===== src/rtl/pc_fetch.sv =====
// rtl/pc_fetch.sv - PC register and request/acknowledge instruction-fetch sequencer
module pc_fetch #(
    parameter logic [29:0] RESET_PC       = 30'h0000_0C00,
    parameter int          TIMEOUT_CYCLES = 16
) (
    input  logic        clk_I,
    input  logic        rstn_I,
    input  logic [29:0] npc_I,
    input  logic        PCWr_I,
    input  logic        fetch_start_I,
    input  logic        flush_I,
    output logic        imem_req_O,
    output logic [29:0] imem_addr_O,
    input  logic        imem_ack_I,
    input  logic        imem_err_I,
    input  logic [31:0] imem_data_I,
    output logic [29:0] pc_O,
    output logic [31:0] ir_O,
    output logic        fetch_busy_O,
    output logic        fetch_done_O,
    output logic        ibe_O,
    output logic [29:0] badpc_O
);

    localparam int TW = (TIMEOUT_CYCLES < 1) ? 1 : $clog2(TIMEOUT_CYCLES + 1);
    localparam bit TMO_EN = (TIMEOUT_CYCLES != 0);
    localparam logic [TW-1:0] TMO_LAST = TMO_EN ? TW'(TIMEOUT_CYCLES - 1) : '0;
    localparam logic [TW-1:0] TMO_MAX  = {TW{1'b1}};

    typedef enum logic [1:0] {IDLE, REQ, DONE, ERR} state_t;

    state_t        state_q;
    logic [29:0]   pc_q, pc_d;
    logic [29:0]   fa_q;
    logic [29:0]   badpc_q;
    logic [31:0]   ir_q;
    logic [TW-1:0] tmo_q;
    logic          req_q, done_q, ibe_q;

    // PC commit is independent of the fetch FSM; the fetch captures the pre-edge PC.
    always_comb begin
        pc_d = pc_q;
        if (PCWr_I) pc_d = npc_I;
    end

    always_ff @(posedge clk_I or negedge rstn_I) begin
        if (!rstn_I) begin
            state_q <= IDLE;
            pc_q    <= RESET_PC;
            fa_q    <= RESET_PC;
            badpc_q <= '0;
            ir_q    <= '0;
            tmo_q   <= '0;
            req_q   <= 1'b0;
            done_q  <= 1'b0;
            ibe_q   <= 1'b0;
        end else begin
            pc_q   <= pc_d;
            done_q <= 1'b0;
            ibe_q  <= 1'b0;
            case (state_q)
                IDLE: begin
                    if (fetch_start_I) begin
                        fa_q    <= pc_q;
                        tmo_q   <= '0;
                        req_q   <= 1'b1;
                        state_q <= REQ;
                    end
                end
                REQ: begin
                    if (flush_I) begin
                        req_q   <= 1'b0;
                        state_q <= IDLE;
                    end else if (imem_err_I) begin
                        badpc_q <= fa_q;
                        ibe_q   <= 1'b1;
                        req_q   <= 1'b0;
                        state_q <= ERR;
                    end else if (imem_ack_I) begin
                        ir_q    <= imem_data_I;
                        done_q  <= 1'b1;
                        req_q   <= 1'b0;
                        state_q <= DONE;
                    end else if (TMO_EN && (tmo_q == TMO_LAST)) begin
                        badpc_q <= fa_q;
                        ibe_q   <= 1'b1;
                        req_q   <= 1'b0;
                        state_q <= ERR;
                    end else if (tmo_q != TMO_MAX) begin
                        tmo_q <= tmo_q + TW'(1);
                    end
                end
                DONE:    state_q <= IDLE;
                ERR:     state_q <= IDLE;
                default: state_q <= IDLE;
            endcase
        end
    end

    assign imem_req_O   = req_q;
    assign fetch_busy_O = req_q;
    assign imem_addr_O  = fa_q;
    assign pc_O         = pc_q;
    assign ir_O         = ir_q;
    assign fetch_done_O = done_q;
    assign ibe_O        = ibe_q;
    assign badpc_O      = badpc_q;

endmodule


===== config.mk =====
export PLATFORM = sky130hd
export DESIGN_NAME = pc_fetch
export DESIGN_NICKNAME = d
export VERILOG_FILES = /design/src/rtl/pc_fetch.sv
export SDC_FILE = /design/constraint.sdc
export NUM_CORES = 1
export LEC_CHECK = 0
export CELL_PAD_IN_SITES_DETAIL_PLACEMENT = 0
export CELL_PAD_IN_SITES_GLOBAL_PLACEMENT = 2
export CORE_UTILIZATION = 25
export CTS_CLUSTER_SIZE = 30
export DETAILED_ROUTE_END_ITERATION = 8
export MAX_ROUTING_LAYER = met4
export PLACE_DENSITY_LB_ADDON = 0.1
export SLEW_MARGIN = 20
export SYNTH_ARGS = -nofsm -noshare
export SYNTH_HDL_FRONTEND = slang
export SYNTH_SLANG_ARGS = --single-unit

===== constraint.sdc =====
create_clock -name clk_I -period 2.5 [get_ports clk_I]
set_clock_uncertainty 0.15 [all_clocks]
set_input_delay 0.5 -clock clk_I [delete_from_list [all_inputs] [get_ports clk_I]]
set_output_delay 0.5 -clock clk_I [all_outputs]
set_load 0.02 [all_outputs]

; ---- Word-level counts from Yosys, hierarchy flattened
; Index checks and enable logic that the tools add are counted.
[word_totals]
wordCells = 66
output_inout_bits = 126
register_bits = 132
inputBits = 69
[classes]
addsub = 1
eq_ne = 13
n_reduce_logical = 10
bitwise = 2
n_mux = 31
[op_table]
columns = operator, count
row1 = 30-bit 2-to-1 mux, 3
row2 = 5-bit 2-to-1 mux, 6
row3 = 1-bit 2-to-1 mux, 14
row4 = 2-bit inequality test (second input constant), 6
row5 = 2-bit 2-to-1 mux, 5
row6 = 5-bit inequality test (second input constant), 2
row7 = 5-bit case mux with 2 select lines, 1
row8 = 4-bit AND reduction, 2
row9 = 7-bit AND reduction, 1
row10 = 2-bit case mux with 3 select lines, 1
row11 = 5-bit by 1-bit adder with 5-bit output (second input constant), 1
row12 = 5-bit by 4-bit == test with 1-bit output (second input constant), 1
row13 = 2-bit == test (second input constant), 2
row14 = 2-bit AND reduction, 2
row15 = 2-bit nonzero test, 2
row16 = 3-bit AND reduction, 1
row17 = 2-bit by 1-bit == test with 1-bit output (second input constant), 1
row18 = 2-bit logical NOT, 1
row19 = 2-bit by 1-bit inequality test with 1-bit output (second input constant), 1
row20 = 1-bit inverter, 2
row21 = 1-bit case mux with 2 select lines, 1
row22 = 2-bit OR reduction, 1

; ---- Depth between registers and ports, before layout
; Gate-level depths: netlist of the first run.
[logic_depth]
ltp_word = 7
depth_mapped = 7
mapped_depth_nobuf = 6

; ---- Worst setup path before layout of the first run
; Ideal clock, no wire load.
[synth_timing]
path_kind = reg2reg
start = register tmo_q[0]
end = register tmo_q[2]
arrival_ps = 2059
period_less_slack_ps = 2330
slack_ps = 170
n_path_buf = 1
path_stages_with_launch = 8
setup_time_ps = 122
required_time_ps = 2228
cell_sequence = dfrtp_1 > ha_1 > and3_1 > ha_1 > or4_4 > or3_1 > buf_2 > a32o_1
[synth_between]
elab_chain_cells = 7
word_cells_on_any_way = 12
cone_classes = 1 x add/sub / 4 x eq/ne / 6 x mux / 1 x reduce/logical
[synth_rtl]
columns = item, line_no
row1 = from (decl), 37  ; logic [TW-1:0] tmo_q;
row2 = from (signal assigned), 90  ; tmo_q <= tmo_q + TW'(1);
row3 = 5-bit by 1-bit adder with 5-bit output, 90
row4 = 5-bit 2-to-1 mux, 89  ; end else if (tmo_q != TMO_MAX) begin
row5 = 5-bit 2-to-1 mux, 84  ; end else if (TMO_EN && (tmo_q == TMO_LAST)) begin
row6 = 5-bit 2-to-1 mux, 79  ; end else if (imem_ack_I) begin
row7 = 5-bit 2-to-1 mux, 74  ; end else if (imem_err_I) begin
row8 = 5-bit 2-to-1 mux, 71  ; if (flush_I) begin
row9 = 5-bit case mux with 2 select lines, 61  ; case (state_q)
; Parallel ways exist; a longest one is shown, timed or not. The select of a mux whose other input is x is not followed.
; A chain may end at the register's enable or synchronous reset.

; ---- Worst setup path after layout of the first run
; Same ends and word-level chain as after synthesis.

==> impl_metrics.tcl, run 1 <==
set metrics [dict create \
    rr_worst_depth 6 \
    synth-seq-cells 132 \
    hp-class "flip-flop to flip-flop" \
    die_h_um 144 \
    dr_total_vias 3570 \
    r2r_start "tmo_q[0]" \
    power.internal_mw 6.16 \
    grt_max_degree 59 \
    endpoint_kind "flip-flop" \
    post_detailed_route_drc_marker_count 0 \
    critical_path.max_fanout 4 \
    n_antenna_cell 0 \
    timing.max_cap.violations 0 \
    gr-usage-all-layers_pct 14.0 \
    ys_seq_area_share_pct 65.6 \
    synth.net_count 445 \
    antenna_violations_before_repair 0 \
    critPathLaunchType "flip-flop" \
    cts_tree "yes" \
    cts_made_buffers 17 \
    final_net_count 659 \
    share_clk_of_total_power_pct 28.3 \
    worst-path-stages 6 \
    coreArea_mm2 0.0196 \
    ff_to_ff_setup_slack_ns 0.18 \
    timing.critical_path.slowest_cell_delay_ns 0.42 \
    dieArea_mm2 0.0207 \
    area_of_the_mapped_netlist_mm2 0.00504 \
    boundaryPins 195 \
    place_hpwl_mm 9.24 \
    h-tree-depth 4 \
    global_route_wire_length_before_repair_mm 20.8 \
    power.switching_mw 2.91 \
    final_tns_setup_ns 0 \
    grt_pass1_vias 3690 \
    multi_input_gate_area_mm2 0.00165 \
    yosys_warnings 0 \
    area.growth.synth_to_final_pct 59.6 \
    setup_slack_ns 0.181 \
    ff_latch_area_mm2 0.00331 \
    timing.final.max_slew_violations 0 \
    critPathBufInv 0 \
    antenna_left 0 \
    starting_density_of_the_core_pct 25.7 \
    clk_pin_slew_ns 0.06 \
    grt_remaining_overflow 0 \
    port-buffer-count 194 \
    finalCriticalPeriod_ns 2.32 \
    slowest_stage "sky130_fd_sc_hd__or4_4" \
    worst_ir_drop_vdd_v 0.000483 \
    worst_setup_path_endpoint "tmo_q[2]" \
    fin_cells 865 \
    power_density_mw_per_mm2 1130 \
    post_synth.cell_area_avg_um2 13.5 \
    critPathKind "flip-flop to flip-flop" \
    cts_post_setup_buffers_inserted 0 \
    required_ns 2.64 \
    gp_routability_congestion 0.691 \
    most_common_cell_after_layout_fill_and_taps_aside "sky130_fd_sc_hd__clkdlybuf4s50_1" \
    netlist_instances 373 \
    detail_route.vias_per_cell 4.13 \
    finalSetupViolCount 0 \
    chip_width_um 144 \
    timing.fmax_mhz 431 \
    cts-root-to-sink-buffers 2 \
    cp_cell_instances "ha_1 > and3_1 > ha_1 > or4_4 > or3_1 > a32o_1" \
    grt_setup_unrepaired "no" \
    worst_path_most_repeated_cell "sky130_fd_sc_hd__ha_1" \
    detailed_routing_iterations_pass_1 4 \
    dp_slack_ns 0.106 \
    fillers 1878 \
    routedWlPerCell_um 15.6 \
    seqPwrFrac_pct 35.8 \
    floorplan.rows 51 \
    hold_viol_final 0 \
    rr_endpoint "tmo_q[2]" \
    worst_setup_path_startpoint "tmo_q[0]" \
    totalWireLength_mm 13.5 \
    worst_margin_pin_slew_ns 0.566 \
    synth.lib_cells_used.distinct 31 \
    final_cell_mix "sky130_fd_sc_hd__clkdlybuf4s50_1 (192), sky130_fd_sc_hd__dfrtp_1 (128), sky130_fd_sc_hd__nand2_1 (94), sky130_fd_sc_hd__mux2_2 (92), sky130_fd_sc_hd__clkbuf_16 (17)" \
    switch_share_pct 32.1 \
    final_layout_size_suffix_gt1_share_pct 25.5 \
    outcome "finished, final reports clean" \
    slew_headroom_pct 62.3 \
    cts_root_buf "sky130_fd_sc_hd__clkbuf_16" \
    critPathTopFamily "simple AND/OR/NAND/NOR gates" \
    worst_skew_pair.late_latency_ns 0.41 \
    leakagePower_nw 3.55 \
    drt_iter0_markers 170 \
    placedCellCount 832 \
    arrival_time_reported_for_the_critical_path_endpoint_ns 2.46 \
    number_of_clock_sinks_seen_by_cts 132 \
    combinationalPowerShare_pct 35.9 \
    layout_worst_path_cycle_share_pct 92.8 \
]
## cells by family (layout without fill, tap and decap cells)
logic type / after synthesis / count (layout) / synth area share [%]
flops: 132 / 132 / 65.6
simple gates: 109 / 109 / 9.09
mux: 94 / 94 / 21.0
buf+inv: 24 / 251 / 1.96
compound gates: 11 / 11 / 1.61
fa+ha+maj: 3 / 3 / 0.745
## registers in the layout, indices dropped and copies added, names as in the netlist
register and count:
fetch_busy_O 1, state_q 2, pc_O 30, tmo_q 5, ibe_O 1, badpc_O 30
ir_O 32, imem_addr_O 30, fetch_done_O 1
## final cells by class
| type | count | share of cell area, % |
|---|---|---|
| well taps | 265 | 4.12 |
| clock buffers | 20 | 5.68 |
| flip-flops and latches | 132 | 41.1 |
| repair buffers | 213 | 26.4 |
| clock inverters | 12 | 1.91 |
| inverters | 6 | 0.280 |
| multi-input cells | 217 | 20.5 |
## worst min-delay path: cells and delay by family, from the launching register on
kind / cells / cell delay, ns
flops: 1 / 0.37
simple gates: 2 / 0.10
## timing repair
action,4_1_cts,5_1_grt
hold buffers,1,0
resized for setup,0,0
endpoints found under the hold margin,49,0
## layer usage
layer | track usage [%] | wire length, um
met1 | 16.2 | 5730
met2 | 21.7 | 6500
met3 | 6.29 | 1100
met4 | 4.20 | 138
met5 | - | 0
## worst min-delay path by stage
stage / startpoint / end / slack (ns) / depth (start not counted)
after floorplan: rstn_I / badpc_O[0] / 0.05 / 0
after global placement: imem_addr_O[10] / imem_addr_O[10] / 0.30 / 2
after detailed placement: imem_addr_O[11] / imem_addr_O[11] / 0.31 / 2
after CTS: imem_addr_O[11] / imem_addr_O[11] / 0.32 / 2
after global routing: imem_addr_O[10] / imem_addr_O[10] / 0.33 / 2
final: imem_addr_O[11] / imem_addr_O[11] / 0.31 / 2
## cell usage after synthesis (all sizes together)
library cell / count / area [um2]
or3b: 2 / 17.5
a32o: 1 / 10.0
nand2b: 1 / 6.26
nor2b: 2 / 12.5
clkbuf: 10 / 37.5
mux2: 92 / 1040
dfstp: 4 / 105
or4: 1 / 11.3
and2b: 1 / 7.51
or2: 1 / 6.26
and3: 1 / 6.26
mux2i: 2 / 20.0
nand3: 2 / 10.0
buf: 8 / 38.8
dfrtp: 128 / 3200
nand2: 94 / 353
nor3b: 2 / 15.0
o2bb2ai: 1 / 8.76
a21oi: 1 / 5.00
o31a: 1 / 8.76
o21ai: 2 / 10.0
o22ai: 1 / 6.26
o211ai: 1 / 7.51
inv: 6 / 22.5
or3: 2 / 12.5
o311ai: 2 / 17.5
o31ai: 1 / 7.51
ha: 3 / 37.5
## power by group through the flow
| stage | Clock (mW) | Combinational [mW] | Sequential, mW |
|---|---|---|---|
| 3_3_place_gp | 0 | 3.29 | 3.26 |
| 2_1_floorplan | 0 | 0.701 | 4.05 |
| 4_1_cts | 2.66 | 3.32 | 3.26 |
| 3_5_place_dp | 0 | 3.31 | 3.28 |
| 6_report | 2.57 | 3.25 | 3.24 |
| 5_1_grt | 2.75 | 3.47 | 3.34 |
## through the flow
stage	power, mW	utilization [%]	hold WS, ns	instance area (um2)
after detailed placement	6.59	37.9	0.309	7420
after floorplan	4.75	-	0.0544	5040
after global routing	9.56	41.1	0.334	8040
after CTS	9.23	41.1	0.320	8040
final	9.06	41.1	0.314	8040
after global placement	6.55	37.9	0.304	7420
No activity file was read; power rests on OpenSTA's default activity.
==> inputs of run 2 (changes only) <==
- CORE_MARGIN: default -> 5
- GPL_ROUTABILITY_DRIVEN: default -> 0
==> run 2 against run 1 <==
  * Combinational power about the same
  * Highest routed layer unchanged
  * Global-route usage shrank 0.96 points
  * Flip-flop and latch count unchanged
  * Largest cell class unchanged
==> impl_metrics.tcl, run 2 (synthesis gave the netlist of run 1 again) <==
set metrics [dict create \
    outcome "finished, final reports clean" \
    detailed_routing_iterations_pass_1 4 \
    cts-root-to-sink-buffers 2 \
    boundaryPins 195 \
    cts_post_setup_buffers_inserted 0 \
    worst_ir_drop_vdd_v 0.000446 \
    final_net_count 656 \
    final_layout_size_suffix_gt1_share_pct 25.1 \
    ff_latch_area_mm2 0.00331 \
    worst_margin_pin_slew_ns 0.533 \
    arrival_time_reported_for_the_critical_path_endpoint_ns 2.46 \
    floorplan.rows 52 \
    starting_density_of_the_core_pct 25.1 \
    ctsHoldBuffers 1 \
    layout_worst_path_cycle_share_pct 93.7 \
    gr-usage-all-layers_pct 13.0 \
    port-buffer-count 194 \
    timing.fmax_mhz 427 \
    cts_root_buf "sky130_fd_sc_hd__clkbuf_16" \
    worst_skew_pair.late_latency_ns 0.41 \
    required_ns 2.62 \
    timing.max_cap.violations 0 \
    timing.final.max_slew_violations 0 \
    leakagePower_nw 3.54 \
    cts_tree "yes" \
    routedWlPerCell_um 16.5 \
    most_common_cell_after_layout_fill_and_taps_aside "sky130_fd_sc_hd__clkdlybuf4s50_1" \
    h-tree-depth 4 \
    chip_width_um 152 \
    grt_remaining_overflow 0 \
    totalWireLength_mm 14.3 \
    area.growth.synth_to_final_pct 59.2 \
    coreArea_mm2 0.0200 \
    power_density_mw_per_mm2 1130 \
    detail_route.vias_per_cell 4.10 \
    antenna_left 0 \
    fillers 1965 \
    critPathLaunchType "flip-flop" \
    endpoint_kind "flip-flop" \
    final_cell_mix "sky130_fd_sc_hd__clkdlybuf4s50_1 (192), sky130_fd_sc_hd__dfrtp_1 (128), sky130_fd_sc_hd__nand2_1 (94), sky130_fd_sc_hd__mux2_2 (92), sky130_fd_sc_hd__clkbuf_16 (17)" \
    clk_pin_slew_ns 0.06 \
    grt_pass1_vias 3981 \
    number_of_clock_sinks_seen_by_cts 132 \
    cts_made_buffers 17 \
    final_tns_setup_ns 0 \
    drt_iter0_markers 97 \
    n_antenna_cell 0 \
    grt_max_degree 56 \
    cts-resized-gates 0 \
    finalSetupViolCount 0 \
    critPathKind "flip-flop to flip-flop" \
    largest_register_ff_count 32 \
    slew_headroom_pct 64.4 \
    final_worst_hold_slack_ns 0.320 \
    total_power_mw 9.07 \
    dieArea_mm2 0.0231 \
    finalCriticalPeriod_ns 2.34 \
    place_hpwl_mm 10.1 \
    critical_path.max_fanout 5 \
    die_h_um 152 \
    grt_setup_unrepaired "no" \
    hold_viol_final 0 \
    post_detailed_route_drc_marker_count 0 \
    dr_total_vias 3559 \
    antenna_violations_before_repair 0 \
    hp-class "flip-flop to flip-flop" \
    global_route_wire_length_before_repair_mm 22.9 \
    multi_input_gate_area_mm2 0.00165 \
]
## run 2: cell types whose count changed in the layout (fill, tap and decap cells not counted), sizes merged
cell,previous run,this run
inv,7,9
clkinv,5,6
buf,20,17
clkinvlp,3,2
clkbuf,20,18
## run 2: cell type report
type / count / area share, %
sequential: 132 / 41.2
timing repair buffer: 210 / 26.2
multi-input combinational: 217 / 20.6
clock buffer: 18 / 5.35
tap: 270 / 4.21
clock inverter: 14 / 2.20
inverter: 6 / 0.281
## run 2: final timing paths
kind                            slack [ns]             from  cells after the start               to
worst max-delay path                  0.16         tmo_q[0]                      7         tmo_q[3]
worst min-delay path                  0.32  imem_addr_O[11]                      2  imem_addr_O[11]
worst max register to register        0.16         tmo_q[0]                      7         tmo_q[3]
worst min register to register        0.32  imem_addr_O[11]                      2  imem_addr_O[11]
max in group asynchronous             0.97           rstn_I                      3     fetch_done_O
min in group asynchronous             0.46           rstn_I                      2       badpc_O[6]
## run 2: critical path: stages, from the launching register on
cell and delay [ns]:
sky130_fd_sc_hd__dfrtp_1 0.40, sky130_fd_sc_hd__ha_1 0.23, sky130_fd_sc_hd__and3_1 0.18, sky130_fd_sc_hd__ha_1 0.21
sky130_fd_sc_hd__or4_4 0.42, sky130_fd_sc_hd__buf_4 0.16, sky130_fd_sc_hd__o311ai_0 0.31, sky130_fd_sc_hd__o211ai_1 0.14
## run 2: report_power, final
group | internal, mW | leakage (nW) | switching, mW | total [mW]
logic | 1.70 | 1.64 | 1.58 | 3.28
registers | 2.83 | 1.61 | 0.406 | 3.23
clock network | 1.58 | 0.291 | 0.975 | 2.56
total | 6.11 | 3.54 | 2.96 | 9.07
## run 2: stage by stage
stage | instance area [um2] | util (%) | setup slack, ns | cells
floorplan | 5040 | - | 0.170 | 373
global placement | 7410 | 37.0 | 0.125 | 834
detailed placement | 7410 | 37.0 | 0.0910 | 834
CTS | 8020 | 40.0 | 0.172 | 867
global route | 8020 | 40.0 | 0.0398 | 867
finish | 8020 | 40.0 | 0.157 | 867
## run 2: layer usage
| layer | global-route usage, % | wire (um) |
|---|---|---|
| met1 | 14.2 | 5830 |
| met2 | 21.4 | 7130 |
| met3 | 5.60 | 1080 |
| met4 | 4.54 | 260 |
| met5 | - | 0 |
==> inputs of run 3 (changes only) <==
- ABC_AREA: default -> 0
==> results of run 3 <==
Same layout as run 2: the final DEF is identical, and so are final timing and power.
